===== src/rtl/lsu_op_arb.sv =====
// lsu_op_arb
//   Two-requester arbiter and SETUP/ACCESS sequencer for the output-peripheral
//   bank (HEX0-7, LEDR, LEDG, LCD registers). Requester 0 is the core LSU,
//   requester 1 a secondary master (debug/boot loader). Each granted request
//   becomes one SETUP cycle, one ACCESS cycle, then a one-cycle ack carrying
//   registered read data.
//
// Ports
//   clk_i, rst_i            clock, synchronous active-high reset
//   rN_req_i                request, held until rN_ack_o
//   rN_addr_i / rN_write_i  word address, 1 = store
//   rN_wdata_i / rN_funct_i store data, funct3 size/sign code
//   rN_ack_o / rN_rdata_o   completion pulse, load data (0 for stores)
//   paddr_o, pwrite_o, pwdata_o, pfunct_code_o, penable_o   bank port
//   prdata_i                bank read data, valid while penable_o is high
//   busy_o                  high in SETUP and ACCESS
//
// Build option
//   OPB_ARB_RR_EN  defined: round-robin on ties (last-owner register built)
//                  undefined: fixed priority, r0 wins every tie
//
// state  | meaning
// IDLE   | no bank activity; grants the next eligible request
// SETUP  | latched addr/funct/write/wdata driven, penable_o = 0
// ACCESS | penable_o = 1; bank commits store, read data captured on exit

module lsu_op_arb #(
  parameter int ADDR_W = 6,
  parameter int DATA_W = 32
) (
  input  logic              clk_i,
  input  logic              rst_i,

  input  logic              r0_req_i,
  input  logic [ADDR_W-1:0] r0_addr_i,
  input  logic              r0_write_i,
  input  logic [DATA_W-1:0] r0_wdata_i,
  input  logic [2:0]        r0_funct_i,
  output logic              r0_ack_o,
  output logic [DATA_W-1:0] r0_rdata_o,

  input  logic              r1_req_i,
  input  logic [ADDR_W-1:0] r1_addr_i,
  input  logic              r1_write_i,
  input  logic [DATA_W-1:0] r1_wdata_i,
  input  logic [2:0]        r1_funct_i,
  output logic              r1_ack_o,
  output logic [DATA_W-1:0] r1_rdata_o,

  output logic [ADDR_W-1:0] paddr_o,
  output logic              penable_o,
  output logic              pwrite_o,
  output logic [DATA_W-1:0] pwdata_o,
  output logic [2:0]        pfunct_code_o,
  input  logic [DATA_W-1:0] prdata_i,
  output logic              busy_o
);

  typedef enum logic [1:0] {
    ST_IDLE   = 2'd0,
    ST_SETUP  = 2'd1,
    ST_ACCESS = 2'd2
  } state_t;

  state_t            state_q, state_d;

  logic [1:0]        elig;
  logic              grant_en;
  logic              grant_id;
  logic              done;
  logic              bus_active;

  logic              owner_q;
  logic [ADDR_W-1:0] addr_q;
  logic              write_q;
  logic [DATA_W-1:0] wdata_q;
  logic [2:0]        funct_q;

  logic              r0_ack_q, r1_ack_q;
  logic [DATA_W-1:0] r0_rdata_q, r1_rdata_q;

  // During its ack cycle a requester still holds req for the finished
  // transaction, so it must not count as a new request.
  assign elig[0]  = r0_req_i & ~r0_ack_q;
  assign elig[1]  = r1_req_i & ~r1_ack_q;
  assign grant_en = (state_q == ST_IDLE) && (elig != 2'b00);

`ifdef OPB_ARB_RR_EN
  logic last_owner_q;

  always_comb begin
    if (elig == 2'b11) grant_id = ~last_owner_q;
    else               grant_id = elig[1] & ~elig[0];
  end

  // Resets to 1 so that r0 wins the first tie.
  always_ff @(posedge clk_i) begin
    if (rst_i)         last_owner_q <= 1'b1;
    else if (grant_en) last_owner_q <= grant_id;
  end
`else
  assign grant_id = ~elig[0];
`endif

  // State register
  always_ff @(posedge clk_i) begin
    if (rst_i) state_q <= ST_IDLE;
    else       state_q <= state_d;
  end

  // Next-state logic
  always_comb begin
    state_d = state_q;
    case (state_q)
      ST_IDLE:   if (grant_en) state_d = ST_SETUP;
      ST_SETUP:  state_d = ST_ACCESS;
      ST_ACCESS: state_d = ST_IDLE;
      default:   state_d = ST_IDLE;
    endcase
  end

  // Output logic
  always_comb begin
    bus_active = 1'b0;
    penable_o  = 1'b0;
    done       = 1'b0;
    case (state_q)
      ST_SETUP:  bus_active = 1'b1;
      ST_ACCESS: begin
        bus_active = 1'b1;
        penable_o  = 1'b1;
        done       = 1'b1;
      end
      default: ;
    endcase
  end

  assign busy_o        = bus_active;
  assign paddr_o       = bus_active ? addr_q  : '0;
  assign pwrite_o      = bus_active & write_q;
  assign pwdata_o      = (bus_active && write_q) ? wdata_q : '0;
  assign pfunct_code_o = bus_active ? funct_q : 3'd0;

  // Winner's request fields are captured once at grant and held until the
  // next grant, so requester inputs are ignored mid-transaction.
  always_ff @(posedge clk_i) begin
    if (rst_i) begin
      owner_q <= 1'b0;
      addr_q  <= '0;
      write_q <= 1'b0;
      wdata_q <= '0;
      funct_q <= 3'd0;
    end else if (grant_en) begin
      owner_q <= grant_id;
      if (grant_id) begin
        addr_q  <= r1_addr_i;
        write_q <= r1_write_i;
        wdata_q <= r1_wdata_i;
        funct_q <= r1_funct_i;
      end else begin
        addr_q  <= r0_addr_i;
        write_q <= r0_write_i;
        wdata_q <= r0_wdata_i;
        funct_q <= r0_funct_i;
      end
    end
  end

  // Ack and read data are one-cycle registers; rdata drops back to 0 with
  // the ack so the idle value on both ports is always 0.
  always_ff @(posedge clk_i) begin
    if (rst_i) begin
      r0_ack_q   <= 1'b0;
      r1_ack_q   <= 1'b0;
      r0_rdata_q <= '0;
      r1_rdata_q <= '0;
    end else begin
      r0_ack_q   <= done & ~owner_q;
      r1_ack_q   <= done &  owner_q;
      r0_rdata_q <= (done && !owner_q && !write_q) ? prdata_i : '0;
      r1_rdata_q <= (done &&  owner_q && !write_q) ? prdata_i : '0;
    end
  end

  assign r0_ack_o   = r0_ack_q;
  assign r1_ack_o   = r1_ack_q;
  assign r0_rdata_o = r0_rdata_q;
  assign r1_rdata_o = r1_rdata_q;

endmodule


===== config.mk =====
export PLATFORM = sky130hd
export DESIGN_NAME = lsu_op_arb
export DESIGN_NICKNAME = d
export VERILOG_FILES = /design/src/rtl/lsu_op_arb.sv
export SDC_FILE = /design/constraint.sdc
export NUM_CORES = 1
export LEC_CHECK = 0
export BUFFER_PORTS_ARGS = -buffer_cell sky130_fd_sc_hd__buf_2
export CORE_ASPECT_RATIO = 1.2
export CORE_UTILIZATION = 30
export DETAILED_ROUTE_END_ITERATION = 8
export GPL_ROUTABILITY_DRIVEN = 0
export SETUP_SLACK_MARGIN = 0.02
export SYNTH_ARGS = -nofsm -noshare
export SYNTH_HDL_FRONTEND = slang
export SYNTH_SLANG_ARGS = --single-unit

===== constraint.sdc =====
create_clock -name clk_i -period 1.6 [get_ports clk_i]
set_input_delay 0.32 -clock clk_i [delete_from_list [all_inputs] [get_ports clk_i]]
set_output_delay 0.32 -clock clk_i [all_outputs]
set_load 0.03 [all_outputs]

==> out/qor.json <==
{
  "outcome": "complete, but fails checks",
  "failed_checks": "setup timing",
  "port_buffers": 229,
  "dp.final_hpwl_um": 8210,
  "synth_xor_area_share_pct": 0,
  "area.growth.synth_to_final_pct": 48.3,
  "final.setup.tns_ns": -10.77,
  "path_delay_family": "flip-flops",
  "crit_path_top_delay_cell": "dfxtp_2",
  "hold_path_startpoint": "prdata_i[13]",
  "num_antenna_cells": 0,
  "report.final.setup_viol": 43,
  "rows": 48,
  "global_route.usage.total_pct": 15.0,
  "wl_per_cell_um": 13.7,
  "power.switching_w": 0.00207,
  "final_period_minus_worst_setup_slack_ns": 1.88,
  "detail-route-antenna-nets": 0,
  "part_of_the_total_power_dissipated_in_sequential_elements_pct": 43.1,
  "layout.cell_area.non_filler_sq_mm": 0.00667,
  "placed_area_sq_mm": 0.00597,
  "layout_setup_ws_ns": -0.280,
  "timing.critical_path.buf_inv": 3,
  "post_drt_via_cell_ratio": 4.35,
  "core_region_area_sq_mm": 0.0145,
  "route.vias.total": 3631,
  "hold_violations": 0,
  "wl_um": 11400,
  "critical_path.reg2reg.startpoint": "state_q[0]",
  "rr_worst_depth": 7,
  "tritoncts_clock_tree": "done",
  "synth_cell_types": 25,
  "met1_usage_pct": 16.4,
  "grt_pass1_wl_um": 17900,
  "synth-compound-area-share_pct": 12.0,
  "worst_ir_drop_vdd_v": 0.000519,
  "grt-busiest-layer": "met2",
  "cts_max_path_buffers": 2,
  "yosys_warnings": 0,
  "crit_required_ns": 1.28,
  "route.detailed.drc": 0,
  "setup_repair_after_global_routing_missed_its_margin": "true",
  "fillers": 1432,
  "critical_path.endpoint_type": "primary output",
  "power_report.internal_total_w": 0.00501,
  "mux_share_of_post_synthesis_cell_area_pct": 9.79,
  "worstPathCellList": "inv_2 -> ha_4 -> buf_12 -> and3_2 -> buf_6",
  "hold-path-endpoint": "r0_rdata_o[13]",
  "slew-limit-headroom_pct": 67.3,
  "die_h_um": 136,
  "grt_start_max_net_pins": 43,
  "post_synth.cell_area_avg_sq_um": 11.2,
  "layout.core_utilization_pct": 45.9,
  "register_to_register_path_setup_slack_ns": 0.13,
  "die_width_um": 114,
  "share_comb_of_total_power_pct": 23.7,
  "dp.cells": 812,
  "globalRouteMet2Util_pct": 27.7,
  "power.share.clock_pct": 33.2,
  "synth_simple_gate_area_share_pct": 23.0,
  "floorplan.initialDensity_pct": 30.9,
  "max_cap_viol_count": 0,
  "tritoncts.num_buffers": 9,
  "finClkSkew_ns": 0.00780,
  "cts.htree.levels": 3,
  "gr-usage-met3_pct": 3.08,
  "synth_sequential_area_ratio_pct": 49.4,
  "worst_min_delay_path_class": "input pin to flip-flop",
  "worstReg2RegEnd": "r1_rdata_o[23]",
  "slowest_delay_ns": 0.34,
  "worstSkewPairLatency_ns": 0.34,
  "swShare_pct": 29.3,
  "die_area_sq_mm": 0.0155,
  "netlist_area_sq_mm": 0.00450,
  "drive_gt1_share_pct": 56.5,
  "max_clock_freq_mhz": 532,
  "worst_pin_slew_ns": 0.489,
  "power-per-cell-area_mw_per_mm2": 1060,
  "finalCritPeriodShare_pct": 117,
  "preCtsSetupSlack_ns": -0.0249,
  "finish.net_count": 753,
  "cellLeakagePower_nw": 3.26,
  "cp_data_arrival_time_ns": 1.56,
  "cts-root-buf": "clkbuf_16",
  "grt.overflow.total": 0,
  "critical_path_class": "flip-flop to primary output",
  "clock-sinks": 111,
  "synthAdderAreaFrac_pct": 1.11,
  "antenna_found_initial": 0,
  "drt-initial-drc-count": 135,
  "synthesis.instances": 401,
  "fin_cells": 834,
  "worst_setup_hold_path_clk_slew_ns": 0.08,
  "setup.worst_path.start_class": "flip-flop",
  "via_count_of_the_first_global_routing_pass": 3638,
  "critPathMaxFanout": 15,
  "synth.ff_latch_count": 111,
  "largest_family_of_logic_cells_by_synthesized_area": "simple AND/OR/NAND/NOR gates",
  "hold_path_depth": 2,
  "syn_nets": 525,
  "drt-pass1-iter-count": 4,
  "drv_slew": 0,
  "ioPinCount": 230
}
[synthesized netlist by cell type]
master | instances | area (sq um)
nor3b_2 | 1 | 12.5
inv_1 | 2 | 7.51
o21a_1 | 1 | 7.51
ha_1 | 4 | 50.1
clkbuf_1 | 11 | 41.3
dfxtp_1 | 111 | 2220
a211oi_1 | 1 | 7.51
nor2_1 | 1 | 3.75
o21ai_2 | 1 | 8.76
buf_2 | 11 | 55.1
nor2b_1 | 1 | 6.26
nor3_2 | 1 | 10.0
and3b_1 | 1 | 8.76
and2b_1 | 1 | 7.51
o22ai_2 | 40 | 500
nand2b_1 | 48 | 300
and3_1 | 32 | 200
mux2i_1 | 44 | 440
nor2b_4 | 1 | 13.8
buf_4 | 2 | 15.0
buf_6 | 8 | 90.1
nor2b_2 | 1 | 8.76
o22ai_1 | 2 | 12.5
a21oi_1 | 1 | 5.00
and2_1 | 74 | 463
[worst max path at each step]
stage	startpoint	to	slack [ns]	depth (start not counted)
after floorplan	state_q[0]	pwdata_o[10]	0.006	4
after global placement	state_q[1]	pwdata_o[26]	0.04	5
after detailed placement	state_q[1]	pwdata_o[23]	-0.02	5
after CTS	state_q[1]	pwdata_o[13]	-0.31	5
after global routing	state_q[0]	pwdata_o[2]	-0.35	5
final	state_q[0]	pwdata_o[23]	-0.28	5
[cells by family (layout without fill, tap and decap cells)]
logic type,count (synthesis),after routing
simple gates,162,162
flops,111,111
compound gates,46,46
mux,44,44
buf+inv,34,267
fa+ha+maj,4,4
[timing repair]
item | in CTS | in global routing
gates resized for setup | 92 | 12
gates cloned | 2 | 0
endpoints found under the setup margin | 44 | 44
pin swaps | 1 | 3
buffers inserted | 3 | 2
hold buffers | 0 | 0
[final cells by class]
type                    instances  area (sq um)  share of cell area [%]
clock buffers                   9           225                    3.38
clock inverters                 7          95.1                    1.43
inverters                       2          7.51                   0.113
multi-input cells             256          2170                    32.5
flip-flops and latches        111          2220                    33.3
well taps                     200           250                    3.75
repair buffers                249          1700                    25.5
[power by group through the flow]
stage	clock, W	sequential [W]	combinational [W]
floorplan	0	0.00315	0.000925
global placement	0	0.00311	0.00142
detailed placement	0	0.00311	0.00147
CTS	0.00244	0.00305	0.00167
global route	0.00255	0.00308	0.00181
finish	0.00235	0.00305	0.00168
[flip-flops by register name, indices dropped and copies added (netlist names)]
name	cells
r0_rdata_o	32
r1_rdata_o	32
wdata_q	32
addr_q	6
funct_q	3
state_q	2
owner_q	1
r0_ack_o	1
r1_ack_o	1
write_q	1
[metrics by stage]
step / total power [W] / hold slack [ns]
2_1_floorplan: 0.00407 / 0.431
3_3_place_gp: 0.00453 / 0.457
3_5_place_dp: 0.00458 / 0.481
4_1_cts: 0.00716 / 0.155
5_1_grt: 0.00744 / 0.170
6_report: 0.00708 / 0.175
[cells in the final DEF (no fill, tap or decap), types with 2 or more instances in the layout]
cell / netlist / layout
buf_2: 11 / 185
dfxtp_1: 111 / 109
and2_1: 74 / 64
nand2b_1: 48 / 47
buf_6: 8 / 46
mux2i_1: 44 / 44
o22ai_2: 40 / 40
and3_2: 0 / 26
clkbuf_16: 0 / 9
buf_4: 2 / 9
and2_2: 0 / 8
buf_12: 0 / 8
and3_4: 0 / 4
and3_1: 32 / 2
and2_4: 0 / 2
inv_2: 0 / 2
o22ai_1: 2 / 2
ha_4: 0 / 2
ha_1: 4 / 2
inv_6: 0 / 2
inv_8: 0 / 2
dfxtp_2: 0 / 2
[layer usage]
layer | share of wire, % | wire length (um)
met5 | 0 | 0
met3 | 6.0 | 690
met2 | 50 | 5780
met1 | 42 | 4780
met4 | 1.7 | 194
Power figures use the tool's default switching activity.
